## src/rtl/mem_store_buffer.sv

```systemverilog
// Store buffer between MEM and data memory: queues retired stores, drains them in order,
// and forwards buffered bytes to loads (stalling on partial coverage).
module mem_store_buffer #(
    parameter int unsigned ADDR_W   = 32,
    parameter int unsigned DATA_W   = 32,
    parameter int unsigned DEPTH    = 4,
    parameter bit          COALESCE = 1'b1
) (
    input  logic                     i_clk,
    input  logic                     i_rst_n,
    input  logic                     i_st_valid,
    input  logic [ADDR_W-1:0]        i_st_addr,
    input  logic [DATA_W-1:0]        i_st_data,
    input  logic [DATA_W/8-1:0]      i_st_be,
    output logic                     o_st_ready,
    input  logic                     i_ld_valid,
    input  logic [ADDR_W-1:0]        i_ld_addr,
    input  logic [DATA_W/8-1:0]      i_ld_be,
    output logic                     o_ld_hit,
    output logic [DATA_W-1:0]        o_ld_data,
    output logic                     o_ld_stall,
    output logic                     o_mem_we,
    output logic [ADDR_W-1:0]        o_mem_addr,
    output logic [DATA_W-1:0]        o_mem_data,
    output logic [DATA_W/8-1:0]      o_mem_be,
    input  logic                     i_mem_ack,
    output logic [$clog2(DEPTH):0]   o_count,
    output logic                     o_empty,
    output logic                     o_full
);

    localparam int unsigned BE_W  = DATA_W / 8;
    localparam int unsigned PTR_W = $clog2(DEPTH);
    localparam int unsigned CNT_W = PTR_W + 1;

    function automatic logic [ADDR_W-1:0] word_addr(input logic [ADDR_W-1:0] a);
        return a & ~ADDR_W'(BE_W - 1);
    endfunction

    logic [ADDR_W-1:0] addr_q [DEPTH];
    logic [DATA_W-1:0] data_q [DEPTH];
    logic [BE_W-1:0]   be_q   [DEPTH];
    logic [DEPTH-1:0]  valid_q, valid_d;
    logic [PTR_W-1:0]  head_q, tail_q, youngest;
    logic [CNT_W-1:0]  count_q;

    logic              merge_possible, do_merge, do_push, do_pop;
    logic [DATA_W-1:0] st_mask;

    assign o_count    = count_q;
    assign o_empty    = (count_q == '0);
    assign o_full     = (count_q == CNT_W'(DEPTH));
    assign o_mem_we   = !o_empty;
    assign o_mem_addr = addr_q[head_q];
    assign o_mem_data = data_q[head_q];
    assign o_mem_be   = be_q[head_q];

    assign youngest = tail_q - PTR_W'(1);

    // The draining head is never a merge target so its fields stay stable until ack.
    assign merge_possible = COALESCE && valid_q[youngest]
                            && (addr_q[youngest] == word_addr(i_st_addr))
                            && !((youngest == head_q) && o_mem_we);

    assign o_st_ready = !o_full || merge_possible;
    assign do_merge   = i_st_valid && merge_possible;
    assign do_push    = i_st_valid && !merge_possible && !o_full;
    assign do_pop     = i_mem_ack && o_mem_we;

    always_comb begin
        st_mask = '0;
        for (int b = 0; b < int'(BE_W); b++) begin
            st_mask[b*8 +: 8] = {8{i_st_be[b]}};
        end
    end

    // Push and pop never target the same slot: tail==head only when empty or full.
    always_comb begin
        valid_d = valid_q;
        if (do_pop) valid_d[head_q] = 1'b0;
        if (do_push) valid_d[tail_q] = 1'b1;
    end

    always_ff @(posedge i_clk) begin
        if (!i_rst_n) begin
            head_q  <= '0;
            tail_q  <= '0;
            count_q <= '0;
            valid_q <= '0;
        end else begin
            if (do_push) tail_q <= tail_q + PTR_W'(1);
            if (do_pop) head_q <= head_q + PTR_W'(1);
            count_q <= count_q + CNT_W'(do_push) - CNT_W'(do_pop);
            valid_q <= valid_d;
        end
    end

    always_ff @(posedge i_clk) begin
        if (do_push) begin
            addr_q[tail_q] <= word_addr(i_st_addr);
            data_q[tail_q] <= i_st_data;
            be_q[tail_q]   <= i_st_be;
        end else if (do_merge) begin
            data_q[youngest] <= (data_q[youngest] & ~st_mask) | (i_st_data & st_mask);
            be_q[youngest]   <= be_q[youngest] | i_st_be;
        end
    end

    logic [PTR_W-1:0]  idx;
    logic [DATA_W-1:0] fwd_data;
    logic [BE_W-1:0]   covered;
    logic              any_match, all_covered;

    // Walk oldest to youngest so younger entries overwrite older bytes.
    always_comb begin
        idx       = '0;
        fwd_data  = '0;
        covered   = '0;
        any_match = 1'b0;
        for (int unsigned i = 0; i < DEPTH; i++) begin
            idx = head_q + PTR_W'(i);
            if (valid_q[idx] && (addr_q[idx] == word_addr(i_ld_addr))
                && |(be_q[idx] & i_ld_be)) begin
                any_match = 1'b1;
                for (int b = 0; b < int'(BE_W); b++) begin
                    if (be_q[idx][b]) begin
                        fwd_data[b*8 +: 8] = data_q[idx][b*8 +: 8];
                        covered[b]         = 1'b1;
                    end
                end
            end
        end
    end

    assign all_covered = ((covered & i_ld_be) == i_ld_be);
    assign o_ld_hit    = i_ld_valid && any_match && all_covered;
    assign o_ld_stall  = i_ld_valid && any_match && !all_covered;
    assign o_ld_data   = fwd_data;

endmodule
```

## config.mk

```make
export PLATFORM = sky130hd
export DESIGN_NAME = mem_store_buffer
export DESIGN_NICKNAME = d
export VERILOG_FILES = /design/src/rtl/mem_store_buffer.sv
export SDC_FILE = /design/constraint.sdc
export NUM_CORES = 1
export LEC_CHECK = 0
export ABC_AREA = 1
export BUFFER_PORTS_ARGS = -buffer_cell sky130_fd_sc_hd__buf_2
export CORE_MARGIN = 4
export CORE_UTILIZATION = 30
export CTS_CLUSTER_DIAMETER = 150
export CTS_CLUSTER_SIZE = 28
export DETAILED_ROUTE_END_ITERATION = 8
export PLACE_DENSITY_LB_ADDON = 0.15
export REMOVE_ABC_BUFFERS = 1
export SLEW_MARGIN = 20
export SYNTH_ARGS = -nofsm -noshare
export SYNTH_HDL_FRONTEND = slang
export SYNTH_SLANG_ARGS = --single-unit
```

## constraint.sdc

```tcl
create_clock -name i_clk -period 7.4 [get_ports i_clk]
set_input_delay 1.11 -clock i_clk [delete_from_list [all_inputs] [get_ports i_clk]]
set_output_delay 1.11 -clock i_clk [all_outputs]
set_load 0.01 [all_outputs]
```

# After elaboration in Yosys (flattened, before gate mapping)
# Memories as Yosys holds them, arrays and structs flattened. A register that Yosys moved wholly into a read port is not among the register bits.
# Cells that the tools add are included.
[op_classes]
n_mux = 77
n_bitwise = 13
eq_ne = 8
n_lt_le_gt_ge = 8
reduce_logical = 33
n_addsub = 7
[op_table]
columns = ["operator", "n"]
rows = [
  ["$eq 32x32->1", 5],
  ["$mux 32", 5],
  ["$mux 8", 16],
  ["$and 32x32->32", 2],
  ["$mux 1", 34],
  ["$not 32->32", 1],
  ["$or 32x32->32", 1],
  ["$reduce_or 32->1", 1],
  ["$mux 4", 7],
  ["$and 4x4->4", 6],
  ["$logic_and 1x1->1", 20],
  ["$reduce_or 4->1", 5],
  ["$lt 2x3->1 const B", 6],
  ["$mux 2", 8],
  ["$bmux 1 s2", 5],
  ["$or 4x4->4", 2],
  ["$logic_not 1->1", 5],
  ["$add 2x1->2 const B", 2],
  ["$add 2x2->2 const B", 2],
  ["$demux 1 s2", 2],
  ["$eq 4x4->1", 1],
  ["$ge 2x1->1 const B", 2],
  ["$not 4->4", 1],
  ["$add 3x1->3", 1],
  ["6 further kinds", 6],
]
[totals]
ff_bits = 11
out_inout_bits = 109
elab_cells = 153
n_memories = 3
mem_bits_rw = 264
input_bits = 109
[mem_list]
columns = ["memory", "words", "width", "read_ports", "rd_clocked_by_memory_dff", "wr", "line", "source"]
rows = [
  ["data_q", 4, 32, 5, 1, 1, "41", "logic [DATA_W-1:0] data_q [DEPTH];"],
  ["addr_q", 4, 30, 5, 1, 1, "40", "logic [ADDR_W-1:0] addr_q [DEPTH];"],
  ["be_q", 4, 4, 5, 1, 1, "42", "logic [BE_W-1:0] be_q [DEPTH];"],
]

# Depth between registers and ports, before layout
# Gate-level depths: netlist of the first run.
[depth]
word_depth = 15
mapped_depth = 25

# Worst setup path after synthesis of the first run
# No wires, ideal clock.
[synth_path]
path_kind = "register to register"
startpoint = "register tail_q[0]"
endpoint = "memory be_q[2][0] (netlist name), enable pin"
path_slack_ns = 2.144
period_less_slack_ns = 5.256
path_stages_with_launch = 22
setup_time_ns = 0.429
t_arrival_ns = 4.827
path_cell_list = "dfxtp_1 > buf_4 > inv_2 > buf_6 > buf_2 > clkbuf_1 > clkbuf_1 > ha_1 > inv_2 > clkbuf_1 > o21ai_0 > o22ai_1 > xnor2_1 > nand3b_1 > nor2_1 > nand2_1 > nor2_4 > nand2_2 > buf_6 > nand2_1 > nand3_1 > nor2_1"
[synth_via]
elab_chain_cells = 12
word_cells_on_any_way = 22
classes_between = "add/sub: 1; eq/ne: 2; mux: 9; reduce/logical: 9; memory: 1"
[synth_lines]
columns = ["item", "line", "source"]
rows = [
  ["from (decl)", "44", "logic [PTR_W-1:0] head_q, tail_q, youngest;"],
  ["from (signal assigned)", "91", "if (do_push) tail_q <= tail_q + PTR_W'(1);"],
  ["$sub 2x1->2 *", "58", "assign youngest = tail_q - PTR_W'(1);"],
  ["net youngest[0]", "44", ""],
  ["$mem_v2 4x30, or another cell as far along", "-", ""],
  ["$eq 32x32->1, or another cell as far along", "62", "&& (addr_q[youngest] == word_addr(i_st_addr))"],
  ["$logic_and 1x1->1 / $logic_not 1->1 (equally long branches)", "62, 63", ""],
  ["$logic_and 1x1->1", "63", "&& !((youngest == head_q) && o_mem_we);"],
  ["$logic_not 1->1", "67", "assign do_push = i_st_valid && !merge_possible && !o_full;"],
  ["$logic_and 1x1->1 (2 in a row)", "67", ""],
  ["$mux 1", "99", "if (do_push) begin"],
  ["$mux 1 (not written as such)", "105", "be_q[youngest] <= be_q[youngest] | i_st_be;"],
  ["$reduce_or 4->1 (no source line)", "-", ""],
  ["$mux 2 (no source line) / $mux 1 (equally long branches)", "-", ""],
  ["to (decl)", "42", ""],
]
# Mark *: on every way through the listed nets, which the timed path passes. The rest lies on a longest branch. The select of a mux whose other input is x is not followed.

# Worst setup path after layout of the first run
[layout_path]
startpoint = "register head_q[0]"
endpoint = "output port o_ld_data[19]"
[layout_via]
elab_chain_cells = 11
word_cells_on_any_way = 38
classes_between = "add/sub: 3; eq/ne: 3; mux: 15; bitwise: 3; reduce/logical: 11; memory: 3"
[layout_lines]
columns = ["item", "line", "source"]
rows = [
  ["from (decl)", "44", ""],
  ["from (signal assigned)", "92", "if (do_pop) head_q <= head_q + PTR_W'(1);"],
  ["branches (longest 10 deep; another with $mem_v2 4x30)", "-", ""],
  ["$mux 32 *", "122", "if (valid_q[idx] && (addr_q[idx] == word_addr(i_ld_addr))"],
  ["to (decl)", "20", "output logic [DATA_W-1:0] o_ld_data,"],
]
# Mark *: on every way between the ends. The select of a mux whose other input is x is not followed.

==> results of run 1 <==
## cells by family after synthesis
kind of cell | after synthesis | synth area share [%]
other | 1 | 0.0162
AO/OA/AOI/OAI | 584 | 13.6
adder cells (fa/ha/maj) | 11 | 0.629
buffers and inverters | 454 | 8.00
flip-flops | 277 | 35.5
multiplexers | 32 | 1.39
XOR/XNOR | 27 | 1.02
AND/OR/NAND/NOR | 2227 | 39.9
## tightest hold or removal path, cell delays in order, from the launching register on
cell and delay, ns:
dfxtp_1 0.37, nand2_1 0.09, a21oi_1 0.06
## layout make-up
type                       count  area share [%]
sequential                   277            32.2
timing repair buffer         256            5.68
clock buffer                  17            1.59
clock inverter                 3           0.123
tap                         1030            5.06
antenna                       10          0.0983
multi-input combinational   2883            51.5
inverter                     251            3.76
## cells in the final DEF (no fill, tap or decap), types with 4 or more instances in the layout
cell type,netlist,layout
nor3_1,5,5
clkbuf_16,0,16
nor2_4,6,10
o21ai_1,18,18
nand3_1,500,500
a21oi_1,122,122
mux2i_1,32,32
edfxtp_1,264,264
inv_2,13,12
nand3b_1,10,10
and2_1,7,7
buf_4,12,40
dfxtp_1,13,8
clkinv_1,4,5
inv_1,234,229
nor2_1,240,236
nand4_1,25,25
xor2_1,22,22
nor2_2,10,10
nand2_1,1416,1416
buf_2,67,211
xnor2_1,5,5
ha_1,10,8
diode_2,0,10
o21ai_0,341,341
dfxtp_4,0,5
o211ai_1,58,58
buf_12,0,4
o21bai_1,4,4
o22ai_1,38,38
## how the worst min path moves through the flow
stage / from / to / slack, ns / cells after the start
3_3_place_gp: valid_q[2] / valid_q[2] / 0.52 / 2
2_1_floorplan: valid_q[2] / valid_q[2] / 0.47 / 2
4_1_cts: valid_q[2] / valid_q[2] / 0.54 / 2
5_1_grt: valid_q[0] / valid_q[0] / 0.57 / 2
3_5_place_dp: valid_q[2] / valid_q[2] / 0.52 / 2
6_report: valid_q[2] / valid_q[2] / 0.55 / 2
## synthesized netlist by cell type, drive strengths merged
| master | n | area, um^2 |
|---|---|---|
| nand2 | 1419 | 5330 |
| nand3 | 500 | 2500 |
| o21ai | 359 | 1800 |
| edfxtp | 264 | 7930 |
| nor2 | 256 | 1030 |
| inv | 247 | 927 |
| a21oi | 122 | 611 |
| clkbuf | 106 | 398 |
| buf | 97 | 508 |
| o211ai | 58 | 435 |
| o22ai | 38 | 238 |
| mux2i | 32 | 320 |
| nand4 | 27 | 181 |
| xor2 | 22 | 193 |
| dfxtp | 13 | 260 |
| ha | 10 | 125 |
| nand3b | 10 | 75.1 |
| and2 | 7 | 43.8 |
| nor3 | 5 | 25.0 |
| xnor2 | 5 | 43.8 |
| clkinv | 4 | 15.0 |
| o21bai | 4 | 30.0 |
| or2 | 2 | 12.5 |
| conb | 1 | 3.75 |
| fa | 1 | 20.0 |
| nor4 | 1 | 6.26 |
| o2111ai | 1 | 8.76 |
| o211a | 1 | 10.0 |
| o21a | 1 | 7.51 |
## flip-flops by register name, summed over array words and instances (netlist names), named ones only
signal	flops
data_q	128
addr_q	120
be_q	16
valid_q	4
o_count	3
head_q	2
tail_q	2
## stage by stage
stage                     worst slack (ns)  instance area (um^2)  utilization (%)  cells  power (W)
after floorplan                      -9.79                 22200                -   3411    0.00551
after global placement                1.74                 25000             32.9   4697    0.00740
after detailed placement              1.69                 25000             32.9   4697    0.00741
after CTS                             1.12                 25400             33.4   4717    0.00839
after global routing                 0.934                 25400             33.4   4719    0.00906
final                                 1.39                 25500             33.5   4727    0.00841
## per-layer routing
metal / up-vias / wire length, um
li1: 12100 / -
met1: 11500 / 44000
met2: 895 / 45300
met3: 154 / 8020
met4: 14 / 2860
met5: - / 92
## power by group through the flow
stage          Sequential [W]  Clock (W)  Combinational [W]
2_1_floorplan         0.00224          0            0.00327
3_3_place_gp          0.00219          0            0.00522
3_5_place_dp          0.00219          0            0.00522
4_1_cts               0.00215   0.000998            0.00524
5_1_grt               0.00218    0.00104            0.00584
6_report              0.00216   0.000966            0.00529
==> results.json, run 1 <==
{
  "outcome": "finished clean",
  "use_met1_pct": 32.4,
  "holdWs_ns": 0.550,
  "critPathRequiredTime_ns": 6.29,
  "critPathCapture": "o_ld_data[19]",
  "switchingPower_w": 0.00465,
  "ctsHoldBuffers": 0,
  "io_buffer_count": 211,
  "path_buf_inv": 6,
  "grt.total_usage_pct": 23.6,
  "path_class": "register to primary output",
  "yosysWarnings": 0,
  "rr_startpoint": "tail_q[0]",
  "ys_seq_area_share_pct": 35.5,
  "grt_max_degree": 130,
  "fp-row-count": 101,
  "hold_viol": 0,
  "period_needed_ns": 6.01,
  "cpPeakStageDelay_ns": 0.72,
  "crit_top_cell": "nand2_1",
  "drc_errors": 0,
  "start_util_pct": 30.4,
  "place.gp.congestion": 0.973,
  "nNetsFinal": 3803,
  "clock_latency_ns": 0.56,
  "worst_path_max_delay_cell": "dfxtp_4",
  "crit_path_end_kind": "primary output",
  "tns_ns": 0,
  "maxSlewViolCount": 0,
  "power.share.sequential_pct": 25.6,
  "vias": 24700,
  "hp-class": "register to register",
  "pwr-share-comb_pct": 62.9,
  "core_um2": 76100,
  "clk_pin_slew_worst_paths_ns": 0.12,
  "cts.repair.resized": 0,
  "syn_avg_cell_area_um2": 6.39,
  "routed_wl_um": 100000,
  "clockBufferDepth": 3,
  "ff2ff_path_depth": 15,
  "power_density_nw_per_um2": 330,
  "cts.sinks": 277,
  "arrival_ns": 4.90,
  "layout-drive-gt1-share_pct": 8.84,
  "fill_cells": 8425,
  "skew_ns": 0.0382,
  "synth_cell_types": 38,
  "syn_area_um2": 23100,
  "drtAntennaViolNets": 0,
  "sw_frac_of_total_pct": 55.2,
  "rsz0062_at_grt": "no",
  "grt_first_pass_wirelength_um": 147000,
  "rrSetupSlack_ns": 1.91,
  "ctsHtreeMaxLevel": 1,
  "met2_usage_pct": 38.4,
  "grt_pass1_vias": 23100,
  "wl_per_cell_um": 21.2,
  "cts_tree": "built",
  "synth-seq-cells": 277,
  "ff_latch_area_um2": 8210,
  "dpl.hpwl_um": 69500,
  "postCtsSetupBuffers": 0,
  "use_met3_pct": 4.05,
  "first_pass_iters": 5,
  "p_int_w": 0.00377,
  "clock.fmax_mhz": 167,
  "irDropWorstVdd_mv": 0.200,
  "drt_iter0_markers": 2425,
  "ios": 218,
  "cts_made_buffers": 14,
  "critPathLaunchType": "register",
  "max_slew_margin_pct": 27.2,
  "cp_cell_sequence": "buf_4 > buf_6 > o21ai_0 > o21ai_0 > nand2_1 > nand2_1 > inv_1 > nand2_1 > nand3_1 > nor2_1 > nand2_1 > nor2_4 > inv_2 > o21ai_0 > inv_1 > nand2_1 > nand2_1 > buf_2",
  "cts-root-buf": "clkbuf_16",
  "cp.depth": 18,
  "area_delta_synth_final_pct": 10.3,
  "pwr-share-clk_pct": 11.5,
  "worstMarginPinSlew_ns": 1.09,
  "overflow": 0,
  "dieArea_um2": 81500,
  "grt_antenna_before_repair": 19,
  "die_w_um": 285,
  "multi_input_area_um2": 13100,
  "fin_crit_sh_pct": 81.2,
  "cp_top_family": "buffers and inverters",
  "timing.rr.end": "data_q[2][1]",
  "synth_cells": 3613,
  "top_usage_layer": "met2",
  "critPathLaunch": "head_q[0]",
  "worstPathMaxFanout": 120,
  "vias_per_cell": 5.22,
  "setup_viol": 0,
  "die_h_um": 285,
  "p_leak_nw": 11.4,
  "cap_viol_max_count": 0
}
No activity file was read; power rests on OpenSTA's default activity.
==> run 2: changes to the inputs <==
ABC_AREA = 0   (was 1)
clock period = 6.2 ns   (was 7.4 ns; I/O delays follow)
==> results.json, run 2 <==
{
  "ctsHoldBuffers": 0,
  "cts_tree": "built",
  "routed_wl_um": 73800,
  "synth_edf_count": 264,
  "clockBufferDepth": 3,
  "critPathLaunchType": "register",
  "hold_viol": 0,
  "core_um2": 67400,
  "synth_cell_types": 80,
  "layout_setup_ws_ns": 0.287,
  "ys_seq_area_share_pct": 40.0,
  "hp-class": "register to register",
  "clock.fmax_mhz": 169,
  "die_h_um": 269,
  "period_needed_ns": 5.91,
  "yosys.cell_count.top_type": "edfxtp_1",
  "yosys.area.top_type": "edfxtp_1",
  "synth-async-reset-ratio_pct": 0,
  "max_slew_margin_pct": 37.1,
  "ff2ff_path_depth": 12,
  "post-place-ws_ns": 0.576,
  "vias": 15200,
  "cts_made_buffers": 14,
  "cts.sinks": 277,
  "clock_latency_ns": 0.55,
  "grt_first_pass_wirelength_um": 108000,
  "maxSlewViolCount": 0,
  "cap_viol_max_count": 0,
  "drtAntennaViolNets": 0,
  "ys_top_cells_by_count": "264 x edfxtp_1, 210 x mux4_2, 131 x mux2i_1, 115 x xnor2_1",
  "path_class": "register to primary output",
  "mostFrequentLayoutCells": "264 x edfxtp_1, 211 x buf_2, 210 x mux4_2",
  "syn_area_um2": 20500,
  "outcome": "finished clean",
  "biggestRegsByFlops": "data_q (128), addr_q (120), be_q (16)",
  "layout-drive-gt1-share_pct": 35.4,
  "drc_errors": 0,
  "nNetsFinal": 1814,
  "vias_per_cell": 5.90,
  "io_buffer_count": 211,
  "ctsHtreeMaxLevel": 1,
  "fill_cells": 6604,
  "p_leak_nw": 7.28,
  "critPathRequiredTime_ns": 5.27,
  "wl_per_cell_um": 28.6,
  "dpl.hpwl_um": 51600,
  "power_density_nw_per_um2": 373,
  "place.gp.congestion": 0.885,
  "arrival_ns": 4.98,
  "synth_cells": 1542,
  "grt_max_degree": 107,
  "synth_ff_type": "edfxtp_1",
  "critPathCapture": "o_ld_data[14]",
  "skew_ns": 0.0418,
  "rrSetupSlack_ns": 0.89,
  "start_util_pct": 30.4,
  "netlist_top_cells_area": "edfxtp_1 39%, mux4_2 23%, mux2i_1 6.4%",
  "drt_iter0_markers": 1296,
  "synth_top_cell_area_share_pct": 38.7,
  "fin_crit_sh_pct": 95.4,
  "rsz0062_at_grt": "no",
  "yosysWarnings": 0,
  "fp-row-count": 95,
  "area_delta_synth_final_pct": 12.3,
  "ios": 218,
  "holdWs_ns": 0.599,
  "worstPathMaxFanout": 28,
  "crit_path_end_kind": "primary output",
  "rr_startpoint": "tail_q[1]",
  "timing.rr.end": "data_q[2][14]",
  "final_core_util_pct": 34.1,
  "first_pass_iters": 5,
  "grt_antenna_before_repair": 10,
  "worstMarginPinSlew_ns": 0.943,
  "die_w_um": 269,
  "setup_viol": 0,
  "grt.total_usage_pct": 19.5,
  "cts-root-buf": "clkbuf_16",
  "dieArea_um2": 72500,
  "overflow": 0,
  "largest_reg_flops": 128,
  "irDropWorstVdd_mv": 0.315,
  "final_common_cell": "edfxtp_1",
  "syn_avg_cell_area_um2": 13.3,
  "clk_pin_slew_worst_paths_ns": 0.12,
  "synth-seq-cells": 277,
  "grt_pass1_vias": 15100,
  "regMostFlops": "data_q",
  "power_w": 0.00857
}
==> run 2: changes by cell type in the layout (fill, tap and decap cells not counted), sizes merged, moves of 35 or more <==
| cell | previous run | this run |
|---|---|---|
| a21oi | 122 | 52 |
| a221oi | 0 | 35 |
| inv | 246 | 26 |
| mux2 | 0 | 73 |
| mux2i | 32 | 132 |
| mux4 | 0 | 210 |
| nand2 | 1419 | 73 |
| nand3 | 500 | 12 |
| nor2 | 256 | 52 |
| o211ai | 58 | 2 |
| o21ai | 359 | 66 |
| xnor2 | 5 | 115 |
==> run 2: metrics by stage <==
step | cells | cell area [um^2] | setup TNS (ns)
after floorplan | 1412 | 19800 | -1804.78
after global placement | 2550 | 22500 | 0
after detailed placement | 2550 | 22500 | 0
after CTS | 2572 | 22900 | 0
after global routing | 2573 | 23000 | 0
final | 2579 | 23000 | 0
==> run 2: cell type report <==
class                   count  area (um^2)  area share (%)
clock buffers              20          394            1.72
well taps                 873         1090            4.75
clock inverters             2         41.3           0.180
inverters                  27          103           0.446
repair buffers            266         1530            6.64
diodes                      6         15.0          0.0653
multi-input cells        1108        11600            50.5
flip-flops and latches    277         8210            35.7
==> run 2: kinds of logic after synthesis <==
group / count (synthesis) / synth area share (%)
compound gates: 273 / 8.95
xor+xnor: 137 / 5.86
fa+ha+maj: 11 / 0.709
buf+inv: 158 / 3.66
flops: 277 / 40.0
mux: 415 / 33.6
other cells: 1 / 0.0183
simple gates: 270 / 7.20
==> run 2: worst min path at each step <==
stage                 start           end  slack [ns]  cells after the start
3_5_place_dp     valid_q[1]    valid_q[1]        0.57                      2
6_report         valid_q[1]    valid_q[1]        0.60                      2
4_1_cts          valid_q[1]    valid_q[1]        0.59                      2
5_1_grt        i_st_addr[5]  addr_q[1][3]        0.61                      1
2_1_floorplan    valid_q[2]    valid_q[2]        0.52                      2
3_3_place_gp     valid_q[3]    valid_q[3]        0.56                      2
==> run 2: repair_timing <==
| item | CTS | global route |
|---|---|---|
| pin swaps | 0 | 1 |
| cloned | 0 | 0 |
| buffers inserted | 0 | 1 |
| resized for setup | 1 | 1 |
| endpoints found under the setup margin | 1 | 15 |
==> run 2: routing by layer <==
layer,share of wire [%],vias up,track usage [%],wire [um]
met1,42,7989,25.8,31100
met2,50,562,34.5,37000
met3,5.9,80,3.19,4360
li1,-,6573,-,-
met5,0.072,-,0,53
met4,1.8,8,3.16,1310
==> run 2: power by group <==
| group | switching, W | total (W) | leakage (nW) | internal [W] |
|---|---|---|---|---|
| clock | 0.000662 | 0.00113 | 0.208 | 0.000465 |
| sequential | 0.000221 | 0.00251 | 2.53 | 0.00229 |
| combinational | 0.00280 | 0.00493 | 4.54 | 0.00213 |
==> run 2: critical path: stages, from the launching register on <==
cell	delay, ns
dfxtp_4	0.63
mux4_2	0.58
nor2b_1	0.14
a2111oi_0	0.68
o2111ai_1	0.25
nor4_2	0.46
buf_4	0.21
and3_1	0.33
and3b_1	0.54
a221oi_1	0.18
o22ai_1	0.21
buf_2	0.18
